### config.mk
export PLATFORM = sky130hd
export DESIGN_NAME = ts_deframer
export DESIGN_NICKNAME = d
export VERILOG_FILES = /design/src/rtl/ts_deframer_pkg.sv /design/src/rtl/ts_lock_mon.sv /design/src/rtl/ts_deframer.sv
export SDC_FILE = /design/constraint.sdc
export NUM_CORES = 1
export LEC_CHECK = 0
export CAP_MARGIN = 40
export CORE_MARGIN = 3
export CORE_UTILIZATION = 40
export CTS_BUF_LIST = sky130_fd_sc_hd__clkbuf_8 sky130_fd_sc_hd__clkbuf_16
export CTS_CLUSTER_SIZE = 8
export DETAILED_ROUTE_END_ITERATION = 12
export PLACE_DENSITY = 0.68
export SLEW_MARGIN = 10
export SYNTH_ARGS = -nofsm -noshare
export SYNTH_HDL_FRONTEND = slang
export SYNTH_SLANG_ARGS = --single-unit
### constraint.sdc
create_clock -name clk -period 12.2 [get_ports clk]
set_input_delay 2.44 -clock clk [delete_from_list [all_inputs] [get_ports clk]]
set_output_delay 2.44 -clock clk [all_outputs]
set_load 0.01 [all_outputs]
### src/rtl/ts_deframer_pkg.sv
// Shared symbol codes, error codes and helpers for the TS receive deframer.
package ts_deframer_pkg;

    localparam logic [7:0] COM       = 8'hBC;
    localparam logic [7:0] PADG12    = 8'hF7;
    localparam logic [7:0] TS1_IDTFR = 8'h4A;
    localparam logic [7:0] TS2_IDTFR = 8'h45;

    localparam logic [1:0] ERR_EARLY_COM = 2'd1;
    localparam logic [1:0] ERR_BAD_ID    = 2'd2;
    localparam logic [1:0] ERR_GAP       = 2'd3;

    typedef enum logic {
        ST_HUNT    = 1'b0,
        ST_COLLECT = 1'b1
    } state_t;

    // True when every byte of the 10-symbol identifier field equals id.
    function automatic logic id_match(input logic [79:0] ids, input logic [7:0] id);
        logic ok;
        ok = 1'b1;
        for (int i = 0; i < 10; i++) begin
            if (ids[8*i +: 8] != id) begin
                ok = 1'b0;
            end
        end
        return ok;
    endfunction

endpackage

### src/rtl/ts_lock_mon.sv
// Symbol-lock monitor: saturating good/bad set counters driving a lock flag.
module ts_lock_mon #(
    parameter int LOCK_CNT   = 2,
    parameter int UNLOCK_CNT = 4
) (
    input  logic clk,
    input  logic rst,
    input  logic flush,
    input  logic good_set,
    input  logic err_set,
    output logic locked
);

    localparam int GW = $clog2(LOCK_CNT + 1);
    localparam int BW = $clog2(UNLOCK_CNT + 1);

    logic [GW-1:0] good_cnt, good_nxt;
    logic [BW-1:0] bad_cnt, bad_nxt;
    logic          locked_nxt;

    always_comb begin
        good_nxt   = good_cnt;
        bad_nxt    = bad_cnt;
        locked_nxt = locked;
        if (flush) begin
            good_nxt   = '0;
            bad_nxt    = '0;
            locked_nxt = 1'b0;
        end else if (good_set) begin
            if (good_cnt != GW'(LOCK_CNT)) begin
                good_nxt = good_cnt + GW'(1);
            end
            bad_nxt = '0;
            if (good_nxt == GW'(LOCK_CNT)) begin
                locked_nxt = 1'b1;
            end
        end else if (err_set) begin
            if (bad_cnt != BW'(UNLOCK_CNT)) begin
                bad_nxt = bad_cnt + BW'(1);
            end
            good_nxt = '0;
            if (bad_nxt == BW'(UNLOCK_CNT)) begin
                locked_nxt = 1'b0;
            end
        end
    end

    always_ff @(posedge clk or posedge rst) begin
        if (rst) begin
            good_cnt <= '0;
            bad_cnt  <= '0;
            locked   <= 1'b0;
        end else begin
            good_cnt <= good_nxt;
            bad_cnt  <= bad_nxt;
            locked   <= locked_nxt;
        end
    end

endmodule

### src/rtl/ts_deframer.sv
// Receive-side TS1/TS2 deframer: COM alignment, 16-symbol assembly, identifier check.
//
// state      | meaning
// -----------+------------------------------------------------------------
// ST_HUNT    | waiting for COM, all other symbols dropped
// ST_COLLECT | COM held in buf[0], collecting symbols 1..15 at idx
module ts_deframer
    import ts_deframer_pkg::*;
#(
    parameter int GAP_MAX    = 8,
    parameter int LOCK_CNT   = 2,
    parameter int UNLOCK_CNT = 4
) (
    input  logic         clk,
    input  logic         rst,
    input  logic         rx_flush,
    input  logic [7:0]   rx_sym,
    input  logic         rx_sym_vld,
    output logic [127:0] remote_ts,
    output logic         remote_ts_valid,
    output logic         remote_ts_type,
    output logic         rx_err,
    output logic [1:0]   rx_err_code,
    output logic         rx_locked
);

    localparam int GAP_W = $clog2(GAP_MAX + 1);

    state_t           state, state_nxt;
    logic [3:0]       idx, idx_nxt;
    logic [GAP_W-1:0] gap, gap_nxt;
    // Symbols 0..14; symbol 15 is taken straight from rx_sym when the set completes.
    logic [119:0]     sym_buf, buf_nxt;
    logic [127:0]     ts_word;
    logic [79:0]      id_field;
    logic             good_set, err_set, type_nxt;
    logic [1:0]       err_code_nxt;

    assign ts_word  = {sym_buf, rx_sym};
    assign id_field = {sym_buf[71:0], rx_sym};

    always_comb begin
        state_nxt    = state;
        idx_nxt      = idx;
        gap_nxt      = gap;
        buf_nxt      = sym_buf;
        good_set     = 1'b0;
        err_set      = 1'b0;
        err_code_nxt = rx_err_code;
        type_nxt     = remote_ts_type;

        if (rx_flush) begin
            state_nxt = ST_HUNT;
            idx_nxt   = '0;
            gap_nxt   = '0;
        end else begin
            case (state)
                ST_HUNT: begin
                    if (rx_sym_vld && rx_sym == COM) begin
                        buf_nxt[119:112] = COM;
                        idx_nxt          = 4'd1;
                        gap_nxt          = '0;
                        state_nxt        = ST_COLLECT;
                    end
                end
                ST_COLLECT: begin
                    if (rx_sym_vld) begin
                        gap_nxt = '0;
                        if (rx_sym == COM) begin
                            // Realign on the new COM so back-to-back sets lose nothing.
                            err_set          = 1'b1;
                            err_code_nxt     = ERR_EARLY_COM;
                            buf_nxt[119:112] = COM;
                            idx_nxt          = 4'd1;
                        end else if (idx == 4'd15) begin
                            state_nxt = ST_HUNT;
                            idx_nxt   = '0;
                            if (id_match(id_field, TS1_IDTFR)) begin
                                good_set = 1'b1;
                                type_nxt = 1'b0;
                            end else if (id_match(id_field, TS2_IDTFR)) begin
                                good_set = 1'b1;
                                type_nxt = 1'b1;
                            end else begin
                                err_set      = 1'b1;
                                err_code_nxt = ERR_BAD_ID;
                            end
                        end else begin
                            buf_nxt[8*(14 - int'(idx)) +: 8] = rx_sym;
                            idx_nxt = idx + 4'd1;
                        end
                    end else if (gap == GAP_W'(GAP_MAX - 1)) begin
                        err_set      = 1'b1;
                        err_code_nxt = ERR_GAP;
                        state_nxt    = ST_HUNT;
                        idx_nxt      = '0;
                        gap_nxt      = '0;
                    end else begin
                        gap_nxt = gap + GAP_W'(1);
                    end
                end
                default: begin
                    state_nxt = ST_HUNT;
                    idx_nxt   = '0;
                    gap_nxt   = '0;
                end
            endcase
        end
    end

    always_ff @(posedge clk or posedge rst) begin
        if (rst) begin
            state           <= ST_HUNT;
            idx             <= '0;
            gap             <= '0;
            sym_buf         <= '0;
            remote_ts       <= '0;
            remote_ts_valid <= 1'b0;
            remote_ts_type  <= 1'b0;
            rx_err          <= 1'b0;
            rx_err_code     <= '0;
        end else begin
            state           <= state_nxt;
            idx             <= idx_nxt;
            gap             <= gap_nxt;
            sym_buf         <= buf_nxt;
            remote_ts_valid <= good_set;
            rx_err          <= err_set;
            rx_err_code     <= err_code_nxt;
            remote_ts_type  <= type_nxt;
            if (good_set) begin
                remote_ts <= ts_word;
            end
        end
    end

    ts_lock_mon #(
        .LOCK_CNT   (LOCK_CNT),
        .UNLOCK_CNT (UNLOCK_CNT)
    ) u_lock_mon (
        .clk      (clk),
        .rst      (rst),
        .flush    (rx_flush),
        .good_set (good_set),
        .err_set  (err_set),
        .locked   (rx_locked)
    );

endmodule

==> impl_metrics.py <==
metrics = {
    "status": {
        "run_status": "complete, no violations",
    },
    "global_route": {
        "grtUsageTotal_pct": 18.2,
        "top_usage_layer": "met2",
        "grtUsageMet2_pct": 28.9,
        "antenna_found_initial": 0,
        "gr-usage-met3_pct": 3.45,
        "grt_max_degree": 90,
        "grt_pass1_wl_mm": 43.2,
        "gr-total-overflow": 0,
        "grt_pass1_vias": 8218,
        "met1_usage_pct": 25.4,
    },
    "die": {
        "core_area_um2": 27000,
        "dieArea_um2": 29600,
        "initial_core_util_pct": 40.8,
        "dieHeight_um": 172,
        "rows": 60,
        "die_w_um": 172,
        "ios": 146,
    },
    "routing": {
        "antenna_left": 0,
        "routedWlPerCell_um": 17.1,
        "first_pass_iters": 8,
        "routed_via_density": 5.31,
        "wirelength_mm": 27.0,
        "route.detailed.drc": 0,
        "vias": 8375,
        "initialDrtViolationCount": 650,
    },
    "yosys": {
        "synthCells": 1085,
        "synth_top_family_by_area": "simple AND/OR/NAND/NOR gates",
        "synth_edf_count": 0,
        "synth.net_count": 1109,
        "synth-compound-area-share_pct": 9.95,
        "async_reset_ff_share_pct": 100,
        "synth_seq_cells": 268,
        "synth.area.mux_share_pct": 0.999,
        "yosys_most_used_dff": "dfrtp_1",
        "ys_warn_count": 0,
        "synth_simple_gate_area_share_pct": 23.7,
        "synthAdderAreaFrac_pct": 1.36,
        "avgSynthCellArea_um2": 10.2,
        "synth_area_um2": 11000,
        "ys_types": 50,
        "synth_sequential_area_ratio_pct": 60.8,
        "synth_xor_xnor_area_share_pct": 0.624,
    },
    "setup_path": {
        "path_max_fanout": 16,
        "critPathMaxStageDelay_ps": 620,
        "reg2reg_to": "sym_buf[109]",
        "reg2reg_from": "idx[0]",
        "r2r_slack_ps": 6890,
        "slowest_stage": "nor2_1",
        "critPathArrivalTime_ps": 5710,
        "worstPathRequired_ps": 12600,
        "path_cells": "inv_1 > ha_1 > nor2_1 > nand3b_1 > ha_1 > or4_1 > nor3_1 > nor3b_2 > nor4b_4 > buf_6 > nand4_1 > o31ai_1",
        "path_class": "flip-flop to flip-flop",
        "crit_buf_inv": 2,
        "end_kind": "flip-flop",
        "ff2ff_path_depth": 12,
        "crit_family": "simple AND/OR/NAND/NOR gates",
        "cp-start-kind": "flip-flop",
        "crit_top_cell": "ha_1",
    },
    "timing": {
        "fin_worst_skew_ps": 17.1,
        "period_share_pct": 43.5,
        "hold_violations": 0,
        "fin_setup_tns_ps": 0,
        "drv_slew": 0,
        "clock.fmax_mhz": 188,
        "hold_slack_ps": 458,
        "rsz0062_at_grt": "false",
        "max_slew.worst_pin.slew_ps": 816,
        "setup_viol": 0,
        "relSlewSlack_pct": 45.6,
        "min_period_ps": 5310,
    },
    "power": {
        "power_density_nw_per_um2": 134,
        "power.total_mw": 1.88,
        "power.leakage_nw": 6.58,
        "vdd_drop_max_v": 0.0000779,
    },
    "clock_network": {
        "cts_hold_buffers": 0,
        "clk_path_buf_depth": 3,
        "cts.repair.resized": 0,
        "cts_tree": "built",
        "postCtsSetupBuffers": 0,
        "cts.sinks": 268,
        "cts_root_buf": "clkbuf_16",
        "clk_pin_slew_ps": 50,
        "cts_buffers": 39,
        "clock_latency_ps": 510,
        "htree_levels": 2,
    },
    "finish": {
        "stdcell_count": 1576,
        "post-route-util_pct": 51.7,
        "layout-drive-gt1-share_pct": 7.69,
        "diodes": 0,
        "area_delta_synth_final_pct": 26.8,
        "layout.nets": 1255,
    },
    "min_path": {
        "hold_class": "flip-flop to flip-flop",
        "min_path_cells": 2,
        "whs_endpoint": "remote_ts[122]",
        "hp-start": "remote_ts[122]",
    },
    "placement": {
        "place_inst": 1531,
        "io_buffers": 145,
        "dp_hpwl_mm": 17.8,
        "gp_congestion": 0.850,
    },
    "job": {
        "max-cap-violations": 0,
    },
}
-- metal layers --
metal  routed length, µm  up-vias
li1                    -     3983
met1               12300     4081
met2               12300      256
met3                1760       55
met4                 673        0
met5                   0        -
-- cell usage in the layout (no fill, tap or decap), types with 2 or more instances in the layout --
cell type / instances
nand2b_1: 10
o31ai_1: 97
nand2_1: 392
buf_8: 4
and3_1: 2
xnor2_1: 5
inv_1: 14
nor2_2: 2
nand4_1: 9
a21oi_1: 13
and4b_1: 4
mux2i_1: 2
o21ai_0: 35
a211oi_1: 3
buf_4: 6
o21a_1: 2
buf_16: 4
nor4bb_1: 13
nor2_1: 18
clkbuf_16: 40
nor4b_1: 10
nor2b_1: 37
nor3_1: 8
nor4_1: 6
clkdlybuf4s50_1: 145
or2_2: 11
mux2_2: 8
and2_1: 2
o211ai_1: 2
nand3_2: 7
ha_1: 12
dfrtp_1: 268
nand3b_1: 6
nand3_1: 14
-- synthesized netlist by cell type (all sizes together) (2+ instances only) --
cell | instances | share of area [%]
o21a | 2 | 0.14
buf | 12 | 0.58
a21oi | 13 | 0.59
nand4 | 9 | 0.51
nand2 | 392 | 13
nor4b | 11 | 1.0
ha | 12 | 1.4
mux2 | 8 | 0.82
nor4 | 7 | 0.45
xnor2 | 6 | 0.54
a211oi | 3 | 0.20
o21ai | 35 | 1.6
nor3 | 10 | 0.56
and3 | 2 | 0.11
dfrtp | 268 | 61
mux2i | 2 | 0.18
nor4bb | 13 | 1.2
and2 | 2 | 0.11
nand2b | 10 | 0.57
and4b | 4 | 0.36
inv | 13 | 0.44
o31ai | 98 | 6.8
nand3b | 6 | 0.41
nor2b | 37 | 2.1
clkbuf | 43 | 1.5
o211ai | 2 | 0.14
or2 | 11 | 0.62
nand3 | 22 | 1.3
nor2 | 20 | 0.73
-- through the flow --
| stage | instance area (µm²) | worst slack, ps |
|---|---|---|
| 5_1_grt | 14000 | 6560 |
| 2_1_floorplan | 11000 | 2380 |
| 3_3_place_gp | 12700 | 6130 |
| 4_1_cts | 14000 | 6960 |
| 6_report | 14000 | 6890 |
| 3_5_place_dp | 12900 | 6420 |
-- report_power, final --
part	total, mW	internal, mW	switching [mW]
clock	0.938	0.581	0.357
sequential	0.893	0.892	0.000917
combinational	0.0440	0.0102	0.0337
total	1.88	1.48	0.392
-- registers in the layout, summed over array words and instances (netlist names) --
| signal | flops |
|---|---|
| idx | 4 |
| u_lock_mon.good_cnt | 2 |
| sym_buf | 120 |
| gap | 4 |
| remote_ts | 128 |
| remote_ts_valid | 1 |
| u_lock_mon.bad_cnt | 3 |
| state | 1 |
| remote_ts_type | 1 |
| u_lock_mon.locked | 1 |
| rx_err | 1 |
| rx_err_code | 2 |
-- cells by family after synthesis --
kind of cell             Yosys count
AO/OA/AOI/OAI                    160
XOR/XNOR                           7
adder cells (fa/ha/maj)           12
buffers and inverters             68
flip-flops                       268
multiplexers                      10
AND/OR/NAND/NOR                  560
-- worst min-delay path: stages, from the launching register on --
cell     delay (ps)
dfrtp_1         330
nand2_1          50
nand2_1          50
-- worst max-delay path by stage --
stage,startpoint,endpoint,slack [ps],cells past startpoint
floorplan,rst,gap[0],2380,1
global placement,rx_sym[5],remote_ts[48],6130,10
detailed placement,rx_sym[6],sym_buf[109],6420,8
CTS,idx[0],sym_buf[109],6960,12
global route,idx[0],sym_buf[110],6560,12
finish,idx[0],sym_buf[109],6890,12
-- cell type report --
| type | instances | area [µm²] |
|---|---|---|
| Clock inverter | 4 | 32.5 |
| Timing Repair Buffer | 160 | 1680 |
| Fill cell | 2422 | 13100 |
| Multi-Input combinational cell | 749 | 4060 |
| Inverter | 13 | 56.3 |
| Sequential cell | 268 | 6710 |
| Clock buffer | 41 | 1010 |
| Tap cell | 341 | 427 |
(Power assumes the default switching activity.)
